$ cat src/rtl/alu_ctrl_if.sv
// Decode-to-execute handshake bundle for the ALU-control stage: decoded instruction fields in,
// registered ALU select / branch resolution out, valid/ready on both sides.
interface alu_ctrl_if #(
  parameter int ALU_CTRL_W = 5
);
  logic                  in_valid;
  logic                  in_ready;
  logic [2:0]            func3;
  logic [6:0]            func7;
  logic                  op5;
  logic                  op4;
  logic [1:0]            alu_op;
  logic                  branch;
  logic                  jlink;
  logic                  zero;
  logic                  lt;
  logic                  ltu;
  logic                  out_valid;
  logic                  out_ready;
  logic [ALU_CTRL_W-1:0] alu_ctrl_o;
  logic                  byte_op_o;
  logic                  pc_src_o;
  logic                  illegal_o;
  logic                  mdu_start_o;
  logic                  mdu_abort_o;

  modport master (
    output in_valid, func3, func7, op5, op4, alu_op, branch, jlink, zero, lt, ltu, out_ready,
    input  in_ready, out_valid, alu_ctrl_o, byte_op_o, pc_src_o, illegal_o, mdu_start_o, mdu_abort_o
  );

  modport slave (
    input  in_valid, func3, func7, op5, op4, alu_op, branch, jlink, zero, lt, ltu, out_ready,
    output in_ready, out_valid, alu_ctrl_o, byte_op_o, pc_src_o, illegal_o, mdu_start_o, mdu_abort_o
  );
endinterface

$ cat src/rtl/alu_ctrl_seq.sv
// Registered ALU-control / branch-resolve stage for RV32IM: decodes ALU select, byte_op and pc_src,
// and holds the stage for the MDU latency on multiply/divide operations.
module alu_ctrl_seq #(
  parameter int ALU_CTRL_W = 5,
  parameter int ENABLE_M   = 1,
  parameter int MUL_CYCLES = 2,
  parameter int DIV_CYCLES = 8
) (
  input  logic        clk,
  input  logic        rst_n,
  input  logic        flush,
  alu_ctrl_if.slave   bus
);

  localparam logic [1:0] S_IDLE = 2'd0;
  localparam logic [1:0] S_MDU  = 2'd1;
  localparam logic [1:0] S_OUT  = 2'd2;

  localparam int MAX_LAT = (MUL_CYCLES > DIV_CYCLES) ? MUL_CYCLES : DIV_CYCLES;
  localparam int CNT_W   = (MAX_LAT < 2) ? 1 : $clog2(MAX_LAT);

  localparam logic [CNT_W-1:0] MUL_LAST = CNT_W'(MUL_CYCLES - 1);
  localparam logic [CNT_W-1:0] DIV_LAST = CNT_W'(DIV_CYCLES - 1);

  localparam logic [ALU_CTRL_W-1:0] C_ADD  = ALU_CTRL_W'(0);
  localparam logic [ALU_CTRL_W-1:0] C_SUB  = ALU_CTRL_W'(1);
  localparam logic [ALU_CTRL_W-1:0] C_AND  = ALU_CTRL_W'(2);
  localparam logic [ALU_CTRL_W-1:0] C_OR   = ALU_CTRL_W'(3);
  localparam logic [ALU_CTRL_W-1:0] C_XOR  = ALU_CTRL_W'(4);
  localparam logic [ALU_CTRL_W-1:0] C_SLT  = ALU_CTRL_W'(5);
  localparam logic [ALU_CTRL_W-1:0] C_SLTU = ALU_CTRL_W'(6);
  localparam logic [ALU_CTRL_W-1:0] C_SLL  = ALU_CTRL_W'(7);
  localparam logic [ALU_CTRL_W-1:0] C_SRL  = ALU_CTRL_W'(8);
  localparam logic [ALU_CTRL_W-1:0] C_SRA  = ALU_CTRL_W'(9);

  typedef struct packed {
    logic [ALU_CTRL_W-1:0] ctrl;
    logic                  byte_op;
    logic                  pc_src;
    logic                  illegal;
    logic                  is_m;
    logic                  is_div;
  } dec_t;

  function automatic dec_t decode(
    input logic [1:0] alu_op,
    input logic [2:0] f3,
    input logic [6:0] f7,
    input logic       op5,
    input logic       branch,
    input logic       jlink,
    input logic       zero,
    input logic       lt,
    input logic       ltu
  );
    dec_t d;
    logic m_enc;
    d     = '0;
    m_enc = (alu_op == 2'b10) && op5 && (f7 == 7'b0000001);
    case (alu_op)
      2'b00: d.ctrl = C_ADD;
      2'b01: d.ctrl = C_SUB;
      2'b11: begin
        d.ctrl    = C_ADD;
        d.byte_op = (f3 == 3'b000);
      end
      default: begin
        case (f3)
          3'b000:  d.ctrl = (op5 && f7[5]) ? C_SUB : C_ADD;
          3'b001:  d.ctrl = C_SLL;
          3'b010:  d.ctrl = C_SLT;
          3'b011:  d.ctrl = C_SLTU;
          3'b100:  d.ctrl = C_XOR;
          3'b101:  d.ctrl = f7[5] ? C_SRA : C_SRL;
          3'b110:  d.ctrl = C_OR;
          default: d.ctrl = C_AND;
        endcase
      end
    endcase
    if (m_enc) begin
      if (ENABLE_M != 0) begin
        d.ctrl   = ALU_CTRL_W'(5'd16 + {2'b00, f3});
        d.is_m   = 1'b1;
        d.is_div = f3[2];
      end else begin
        d.illegal = 1'b1;
      end
    end
    // Jumps always redirect; branch outcome comes from the flags sampled with the fields.
    if (jlink) begin
      d.pc_src = 1'b1;
    end else if (branch) begin
      case (f3)
        3'b000:  d.pc_src = zero;
        3'b001:  d.pc_src = !zero;
        3'b100:  d.pc_src = lt;
        3'b101:  d.pc_src = !lt;
        3'b110:  d.pc_src = ltu;
        3'b111:  d.pc_src = !ltu;
        default: d.illegal = 1'b1;
      endcase
    end
    if (d.illegal) begin
      d.ctrl = '1;
      d.is_m = 1'b0;
    end
    return d;
  endfunction

  logic [1:0]            state_q, state_d;
  logic [CNT_W-1:0]      cnt_q, cnt_d;
  logic [ALU_CTRL_W-1:0] ctrl_q, ctrl_d;
  logic                  byte_q, byte_d;
  logic                  pc_q, pc_d;
  logic                  ill_q, ill_d;
  logic                  start_q, start_d;
  logic                  abort_q, abort_d;
  dec_t                  dec;
  logic                  accept;
  logic                  unused_op4;

  assign unused_op4 = bus.op4;

  assign dec = decode(bus.alu_op, bus.func3, bus.func7, bus.op5, bus.branch, bus.jlink,
                      bus.zero, bus.lt, bus.ltu);

  // OUT passes out_ready straight through so a consumed result can be replaced without a bubble.
  assign bus.in_ready = (state_q == S_IDLE) || ((state_q == S_OUT) && bus.out_ready);
  assign accept       = bus.in_valid && bus.in_ready && !flush;

  always_comb begin
    state_d = state_q;
    cnt_d   = cnt_q;
    ctrl_d  = ctrl_q;
    byte_d  = byte_q;
    pc_d    = pc_q;
    ill_d   = ill_q;
    start_d = 1'b0;
    abort_d = 1'b0;
    if (flush) begin
      state_d = S_IDLE;
      cnt_d   = '0;
      abort_d = (state_q == S_MDU);
    end else if (accept) begin
      ctrl_d = dec.ctrl;
      byte_d = dec.byte_op;
      pc_d   = dec.pc_src;
      ill_d  = dec.illegal;
      if (dec.is_m) begin
        state_d = S_MDU;
        start_d = 1'b1;
        cnt_d   = dec.is_div ? DIV_LAST : MUL_LAST;
      end else begin
        state_d = S_OUT;
      end
    end else begin
      case (state_q)
        S_IDLE: state_d = S_IDLE;
        S_MDU: begin
          if (cnt_q == '0) state_d = S_OUT;
          else             cnt_d   = cnt_q - 1'b1;
        end
        S_OUT: begin
          if (bus.out_ready) state_d = S_IDLE;
        end
        default: state_d = S_IDLE;
      endcase
    end
  end

  always_ff @(posedge clk or negedge rst_n) begin
    if (!rst_n) begin
      state_q <= S_IDLE;
      cnt_q   <= '0;
      ctrl_q  <= '0;
      byte_q  <= 1'b0;
      pc_q    <= 1'b0;
      ill_q   <= 1'b0;
      start_q <= 1'b0;
      abort_q <= 1'b0;
    end else begin
      state_q <= state_d;
      cnt_q   <= cnt_d;
      ctrl_q  <= ctrl_d;
      byte_q  <= byte_d;
      pc_q    <= pc_d;
      ill_q   <= ill_d;
      start_q <= start_d;
      abort_q <= abort_d;
    end
  end

  assign bus.out_valid   = (state_q == S_OUT);
  assign bus.alu_ctrl_o  = ctrl_q;
  assign bus.byte_op_o   = byte_q;
  assign bus.pc_src_o    = pc_q;
  assign bus.illegal_o   = ill_q;
  assign bus.mdu_start_o = start_q;
  assign bus.mdu_abort_o = abort_q;

endmodule

$ cat src/flat_wrapper.sv
// flat-port wrapper written by rule: the top's interface ports become plain ports
module alu_ctrl_seq_flat 
#(
  parameter int ALU_CTRL_W = 5,
  parameter int ENABLE_M   = 1,
  parameter int MUL_CYCLES = 2,
  parameter int DIV_CYCLES = 8
)
  (clk, rst_n, flush, bus_in_valid, bus_func3, bus_func7, bus_op5, bus_op4, bus_alu_op, bus_branch, bus_jlink, bus_zero, bus_lt, bus_ltu, bus_out_ready, bus_in_ready, bus_out_valid, bus_alu_ctrl_o, bus_byte_op_o, bus_pc_src_o, bus_illegal_o, bus_mdu_start_o, bus_mdu_abort_o);
  alu_ctrl_if #(.ALU_CTRL_W(ALU_CTRL_W)) bus_i ();
  input  logic clk;
  input  logic rst_n;
  input  logic flush;
  input wire logic [$bits(bus_i.in_valid)-1:0] bus_in_valid;
  input wire logic [$bits(bus_i.func3)-1:0] bus_func3;
  input wire logic [$bits(bus_i.func7)-1:0] bus_func7;
  input wire logic [$bits(bus_i.op5)-1:0] bus_op5;
  input wire logic [$bits(bus_i.op4)-1:0] bus_op4;
  input wire logic [$bits(bus_i.alu_op)-1:0] bus_alu_op;
  input wire logic [$bits(bus_i.branch)-1:0] bus_branch;
  input wire logic [$bits(bus_i.jlink)-1:0] bus_jlink;
  input wire logic [$bits(bus_i.zero)-1:0] bus_zero;
  input wire logic [$bits(bus_i.lt)-1:0] bus_lt;
  input wire logic [$bits(bus_i.ltu)-1:0] bus_ltu;
  input wire logic [$bits(bus_i.out_ready)-1:0] bus_out_ready;
  output wire logic [$bits(bus_i.in_ready)-1:0] bus_in_ready;
  output wire logic [$bits(bus_i.out_valid)-1:0] bus_out_valid;
  output wire logic [$bits(bus_i.alu_ctrl_o)-1:0] bus_alu_ctrl_o;
  output wire logic [$bits(bus_i.byte_op_o)-1:0] bus_byte_op_o;
  output wire logic [$bits(bus_i.pc_src_o)-1:0] bus_pc_src_o;
  output wire logic [$bits(bus_i.illegal_o)-1:0] bus_illegal_o;
  output wire logic [$bits(bus_i.mdu_start_o)-1:0] bus_mdu_start_o;
  output wire logic [$bits(bus_i.mdu_abort_o)-1:0] bus_mdu_abort_o;
  assign bus_i.in_valid = bus_in_valid;
  assign bus_i.func3 = bus_func3;
  assign bus_i.func7 = bus_func7;
  assign bus_i.op5 = bus_op5;
  assign bus_i.op4 = bus_op4;
  assign bus_i.alu_op = bus_alu_op;
  assign bus_i.branch = bus_branch;
  assign bus_i.jlink = bus_jlink;
  assign bus_i.zero = bus_zero;
  assign bus_i.lt = bus_lt;
  assign bus_i.ltu = bus_ltu;
  assign bus_i.out_ready = bus_out_ready;
  assign bus_in_ready = bus_i.in_ready;
  assign bus_out_valid = bus_i.out_valid;
  assign bus_alu_ctrl_o = bus_i.alu_ctrl_o;
  assign bus_byte_op_o = bus_i.byte_op_o;
  assign bus_pc_src_o = bus_i.pc_src_o;
  assign bus_illegal_o = bus_i.illegal_o;
  assign bus_mdu_start_o = bus_i.mdu_start_o;
  assign bus_mdu_abort_o = bus_i.mdu_abort_o;
  alu_ctrl_seq #(.ALU_CTRL_W(ALU_CTRL_W), .ENABLE_M(ENABLE_M), .MUL_CYCLES(MUL_CYCLES), .DIV_CYCLES(DIV_CYCLES)) u_core (.clk(clk), .rst_n(rst_n), .flush(flush), .bus(bus_i));
endmodule
$ cat config.mk
export PLATFORM = sky130hd
export DESIGN_NAME = alu_ctrl_seq_flat
export DESIGN_NICKNAME = d
export VERILOG_FILES = /design/src/rtl/alu_ctrl_if.sv /design/src/rtl/alu_ctrl_seq.sv /design/src/flat_wrapper.sv
export SDC_FILE = /design/constraint.sdc
export NUM_CORES = 1
export LEC_CHECK = 0
export CORE_ASPECT_RATIO = 0.9
export CORE_UTILIZATION = 35
export DETAILED_ROUTE_END_ITERATION = 7
export PLACE_DENSITY = 0.74
export SLEW_MARGIN = 15
export SYNTH_ARGS = -nofsm -noshare
export SYNTH_HDL_FRONTEND = slang
export SYNTH_SLANG_ARGS = --single-unit
$ cat constraint.sdc
create_clock -name clk -period 1.9 [get_ports clk]
set_input_delay 0.57 -clock clk [delete_from_list [all_inputs] [get_ports clk]]
set_output_delay 0.57 -clock clk [all_outputs]
set_load 0.05 [all_outputs]
==> metrics, run 1 <==
Synth area leaders=dfrtp_1 37%, mux2_2 4.4%, mux2i_1 3.9%; total track usage=20.14%; final worst setup slack=0.03834 ns; WP buf/inv=2; initial core utilization=36.95%; CP Capture Type=primary output; Final period util=97.98%; clk root buf=clkbuf_4; slowest CP cell=and2b_2; CP required=1.33 ns; synthesis warning total=0; crit path DAT=1.29 ns; fmax=537.2 MHz; Slew @ Worst Pin=0.3215 ns; die width=59 µm; min-delay worst type=flop to flop; Startpoint Class=input pin; Final Util=58.27%; synthesized flop and latch total=15; DR iter-0 viols=31; share of the synthesized area in the top cell type=36.67%; CP max stage delay=0.27 ns; n_diodes=0; cell taking the most area after synthesis=dfrtp_1; DR pass1 iterations=4; first-pass GRT wire length=4.657 mm; drt total wl=2.807 mm; Max Cap Violations=0; CP Class=input pin to primary output; P&R area growth vs syn=57.70%; DR vias=1,007; worst path cell trace=clkdlybuf4s15_1 -> and2b_2 -> nor2_4 -> buf_12; RSZ-0062 raised after global routing=no; Unique masters post-synth=44; number of synthesized flops with an enable pin=0; pin count of the biggest net entering global routing=16; Hold Vio Cnt, Final=0; hold_buf cts=0; Final min period=1.862 ns; H-tree depth=1; vias in the first global route=1,016; Final nets=180; Port Buffers=34; register area share after synthesis=36.67%; max-slew violations=0; Worst-path clk slew=0.10 ns; Final HPWL DP=2.145 mm; Syn Area/Cell=10.34 µm²; Clock Path Buffers=2; # fillers=250; Async S/R FF share, synth=100.0%; I/O pin count=36; initial antenna violation count=0; Final Wtd Congestion=0.8607; P per Cell Area=590.7 nW/µm²; syn_nets=125; P_leak=0.7370 nW; Sequential Area=375.4 µm²; wire per inst=14.54 µm; # rows=18; Post-Syn Area=1023 µm²; DIE HEIGHT=53.30 µm; Max FO, Critical Path=3; vias per cell=5.218; total power=0.9534 mW; DRC Markers=0; ys flop type=dfrtp_1; clk_lat worst skew=0.29 ns; total CTS buffers=3; Die Area=3145 µm²; Peak VDD IR=0.4685 mV; number of post-CTS setup repair buffers=0; final setup fails=0; Sinks on Clock Net=15; Clock Skews=0.007339 ns; layout cells sized above 1=35.95%; CP top delay family=simple AND/OR/NAND/NOR gates; TritonCTS clock tree=done; total core area=2770 µm²; pre-CTS setup slack=-0.4463 ns; commonest cells in the netlist=15 x dfrtp_1, 6 x nor2_1, 5 x inv_1, 5 x nor2b_1; cell with the most instances after synthesis=dfrtp_1; area of the multi-input gates=641.9 µm²; status=finished, final reports clean; Syn Inst Count=99; Rel. slew slack=78.44%; Final ANT Viol Nets=0; global route overflow=0
==> report_power, final <==
group | switching (mW) | internal (mW) | total, mW
clock network | 0.116 | 0.0801 | 0.196
registers | 0.0211 | 0.352 | 0.373
logic | 0.209 | 0.176 | 0.384
==> stage by stage <==
stage | hold slack [ns] | setup TNS [ns] | area, µm² | std cells
6_report | 0.5102 | 0 | 1614 | 193
2_1_floorplan | 0.2744 | 0 | 1026 | 99
5_1_grt | 0.5335 | 0 | 1614 | 193
4_1_cts | 0.5143 | 0 | 1584 | 193
3_3_place_gp | 0.4861 | -4.180 | 1548 | 190
3_5_place_dp | 0.4858 | -4.630 | 1548 | 190
==> layout by cell type (no fill, tap or decap), types with 3 or more instances in the layout <==
cell type	count
inv_1	5
nor2b_1	5
mux2_4	3
a211oi_1	3
clkbuf_4	3
a21oi_1	3
dfrtp_1	15
dlymetal6s2s_1	3
clkdlybuf4s50_1	16
nor2_1	5
mux2i_1	4
nand2_1	3
buf_4	31
o21ai_0	4
nand2b_1	4
==> worst register-to-register path, stage by stage, from the launching register on <==
cell	delay, ns
dfrtp_1	0.41
inv_1	0.09
ha_1	0.14
inv_1	0.05
o21a_1	0.18
a311o_4	0.40
a2111oi_2	0.30
==> final timing paths <==
path,startpoint,to,slack (ns),depth (start not counted)
min reg2reg,u_core.bus.alu_ctrl_o[3],u_core.bus.alu_ctrl_o[3],0.51,1
max in group asynchronous,rst_n,u_core.bus.pc_src_o,1.14,2
max reg2reg,u_core.cnt_q[0],u_core.cnt_q[2],0.21,6
max,bus_out_ready,bus_in_ready,0.04,4
min,u_core.bus.alu_ctrl_o[3],u_core.bus.alu_ctrl_o[3],0.51,1
min in group asynchronous,rst_n,u_core.bus.illegal_o,0.57,2
==> final cells by class <==
type,count,area share [%]
inverter,5,1.163
timing repair buffer,55,30.85
clock buffer,3,1.395
tap,40,3.101
clock inverter,1,0.4651
multi-input combinational,74,39.77
sequential,15,23.26
==> flip-flops by register name, summed over array words and instances (netlist names) <==
register                cells
u_core.cnt_q                3
u_core.bus.mdu_abort_o      1
u_core.bus.alu_ctrl_o       5
u_core.state_q              2
u_core.bus.pc_src_o         1
u_core.bus.byte_op_o        1
u_core.bus.mdu_start_o      1
u_core.bus.illegal_o        1
==> layer usage <==
| metal | vias up | GRT usage (%) | wire length [µm] |
|---|---|---|---|
| met5 | - | 0 | 0 |
| li1 | 479 | - | - |
| met3 | 2 | 5.379 | 191 |
| met1 | 487 | 25.26 | 1219 |
| met2 | 39 | 35.42 | 1369 |
| met4 | 0 | 2.381 | 27 |
==> logic make-up (layout without fill, tap and decap cells) <==
kind of cell | Yosys count | after routing | synth area share [%]
xor gates and xnor gates | 2 | 2 | 1.712
adders and majority gates | 2 | 2 | 2.445
AOI/OAI and AO/OA | 26 | 26 | 20.42
DFF | 15 | 15 | 36.67
buffers and inverters | 10 | 64 | 4.646
muxes | 9 | 9 | 9.779
and+or+nand+nor | 35 | 35 | 24.33
==> what timing repair did <==
action,4_1_cts,5_1_grt
hold endpoints to repair,0,0
pin swaps,2,4
gates resized for setup,10,6
setup endpoints to repair,10,6
No activity file was read; power rests on OpenSTA's default activity.
==> run 2, diff against run 1 <==
Settings changed: SETUP_SLACK_MARGIN set to 0.02.
==> run 2 against run 1 <==
Clock power about the same. Worst hold slack about the same. Non-clock buffer count increased by 1. Die area unchanged. Largest cell class unchanged. Clock skew increased by 0.0014 ns. Highest routed layer is now met3. Global-route usage increased by 0.16 points. Combinational power about the same. Register-to-register slack got worse by 0.09 ns. Setup slack got worse by 0.00059 ns. First-iteration DRC count increased by 3.2%.
==> metrics, run 2 (synthesis gave the netlist of run 1 again) <==
status=finished, final reports clean; total power=0.9543 mW (about the same); CP Class=input pin to primary output; DR vias=986 (-2.1%); Max FO, Critical Path=3 (unchanged); max reg flops=5 (unchanged); DIE HEIGHT=53.30 µm (unchanged); P per Cell Area=591.7 nW/µm² (+0.18%); switching portion of total power=36.14% (-0.14 points); slowest CP cell=and2b_2; layout cells sized above 1=36.36% (+0.42 points); Slew @ Worst Pin=0.3137 ns (-0.007777 ns); most frequent cells in the layout=32 x buf_4, 18 x clkdlybuf4s50_1, 15 x dfrtp_1; # rows=18 (unchanged); Rel. slew slack=78.96% (+0.52 points); Hold Slack=0.5097 ns (-0.0004700 ns); WP buf/inv=2 (unchanged); hold path depth=1 (unchanged); Max Cap Violations=0 (unchanged); n_diodes=0 (unchanged); hold path startpoint=u_core.bus.alu_ctrl_o[3]; RSZ-0062 raised after global routing=no; first-pass GRT wire length=4.678 mm (+0.45%); worst path cell trace=clkdlybuf4s15_1 -> and2b_2 -> nor2_4 -> buf_12; P_leak=0.7243 nW (-1.7%); total track usage=20.29% (+0.16 points); Final HPWL DP=2.145 mm (unchanged); I/O pin count=36 (unchanged); setup_tns=0 ns (unchanged); Worst-path clk slew=0.10 ns (about the same); # fillers=248 (-0.80%); Hold Vio Cnt, Final=0 (unchanged); dpl cell area=1548 µm² (unchanged); TritonCTS clock tree=done; Final Wtd Congestion=0.8607 (unchanged); Peak VDD IR=0.4674 mV (-0.24%); max-slew violations=0 (unchanged); Pint=0.6094 mW (+0.32%); H-tree depth=1 (unchanged); CP top delay family=simple AND/OR/NAND/NOR gates; Worst Hold Endpoint=u_core.bus.alu_ctrl_o[3]; clk_lat worst skew=0.29 ns (about the same); Final period util=98.01% (about the same); Port Buffers=34 (unchanged); CP Capture Type=primary output; min-delay worst type=flop to flop; commonest non-fill, non-tap cell in the layout=buf_4; vias per cell=5.082 (-2.6%); Die Area=3145 µm² (unchanged); CP max stage delay=0.26 ns (about the same); Final ANT Viol Nets=0 (unchanged); initial antenna violation count=0 (unchanged); DR iter-0 viols=32 (+3.2%); crit path DAT=1.29 ns (about the same); drt total wl=2.751 mm (-2.0%); fmax=537.0 MHz (about the same); global route overflow=0 (unchanged); final instance area=1613 µm² (about the same); Startpoint Class=input pin; Critical R2R Launch=u_core.state_q[1]; die width=59 µm (unchanged); Final min period=1.862 ns (+0.0005901 ns); pin count of the biggest net entering global routing=16 (unchanged); capturing point of the worst reg2reg path=u_core.state_q[1]; CP required=1.33 ns (about the same); DRC Markers=0 (unchanged); total core area=2770 µm² (unchanged); Clock Skews=0.008717 ns (+0.001378 ns); initial core utilization=36.95% (unchanged); DR pass1 iterations=4 (unchanged); Psw=0.3449 mW (-0.29%); R2R depth=6 (unchanged); sequential power share=39.1% (about the same); clk root buf=clkbuf_4; Clock Path Buffers=2 (unchanged); Final Util=58.22% (about the same); Clk network pwr share=20.4% (-0.2 points); Sinks on Clock Net=15 (unchanged); total CTS buffers=3 (unchanged); worst reg2reg setup slack=0.12 ns (-0.09 ns); wire per inst=14.18 µm (-2.5%); combinational share of power=40.5% (+0.2 points); vias in the first global route=1,024 (+0.79%); P&R area growth vs syn=57.58% (about the same); Final nets=181 (+0.56%); final setup fails=0 (unchanged)
[run 2: cell count changes in the layout (fill, tap and decap cells not counted)]
cell and delta:
buf_4 +1, dlygate4sd2_1 +1, dlymetal6s2s_1 -3, clkdlybuf4s50_1 +2
[run 2: cell type report]
type | instances | area [µm²] | area share [%]
clock buffers | 3 | 22.52 | 1.396
multi-input cells | 74 | 641.9 | 39.80
clock inverters | 1 | 7.507 | 0.4655
flip-flops and latches | 15 | 375.4 | 23.27
repair buffers | 56 | 496.7 | 30.80
well taps | 40 | 50.05 | 3.103
inverters | 5 | 18.77 | 1.164
[run 2: worst max-delay path by stage]
stage,start,to,slack (ns),cells after the start
2_1_floorplan,bus_func7[1],u_core.cnt_q[0],0.1,5
3_3_place_gp,bus_out_ready,u_core.bus.byte_op_o,-0.40,5
3_5_place_dp,bus_out_ready,u_core.bus.alu_ctrl_o[1],-0.45,5
4_1_cts,bus_out_ready,bus_in_ready,0.03,4
5_1_grt,bus_out_ready,bus_in_ready,0.02,4
6_report,bus_out_ready,bus_in_ready,0.04,4
[run 2: power by group through the flow]
stage | Sequential (mW) | Clock, mW | Combinational, mW
2_1_floorplan | 0.460 | 0 | 0.129
3_3_place_gp | 0.377 | 0 | 0.368
3_5_place_dp | 0.378 | 0 | 0.377
4_1_cts | 0.372 | 0.202 | 0.382
5_1_grt | 0.377 | 0.220 | 0.413
6_report | 0.373 | 0.195 | 0.386
[run 2: stage by stage]
step | cells | setup WS [ns]
2_1_floorplan | 99 | 0.09594
3_3_place_gp | 190 | -0.4009
3_5_place_dp | 190 | -0.4463
4_1_cts | 193 | 0.02914
5_1_grt | 194 | 0.02004
6_report | 194 | 0.03775
[run 2: per-layer routing]
layer	wire [µm]	vias to the layer above	part of all wire [%]	track usage [%]
met2	1339	33	49	36.17
li1	-	478	-	-
met3	138	0	5.0	5.379
met5	0	-	0	0
met4	0	0	0	2.381
met1	1274	475	46	25.11
[run 2: repair_timing]
action | CTS | global route
gates cloned | 0 | 0
endpoints found under the hold margin | 0 | 0
buffers inserted | 0 | 1
hold buffers | 0 | 0
pin swaps | 2 | 0
resized for setup | 12 | 2
endpoints found under the setup margin | 10 | 5
==> run 3, diff against run 2 <==
Settings changed: CTS_CLUSTER_SIZE set to 25.
==> results of run 3 <==
No change in the layout: final DEF, timing and power equal those of run 2.
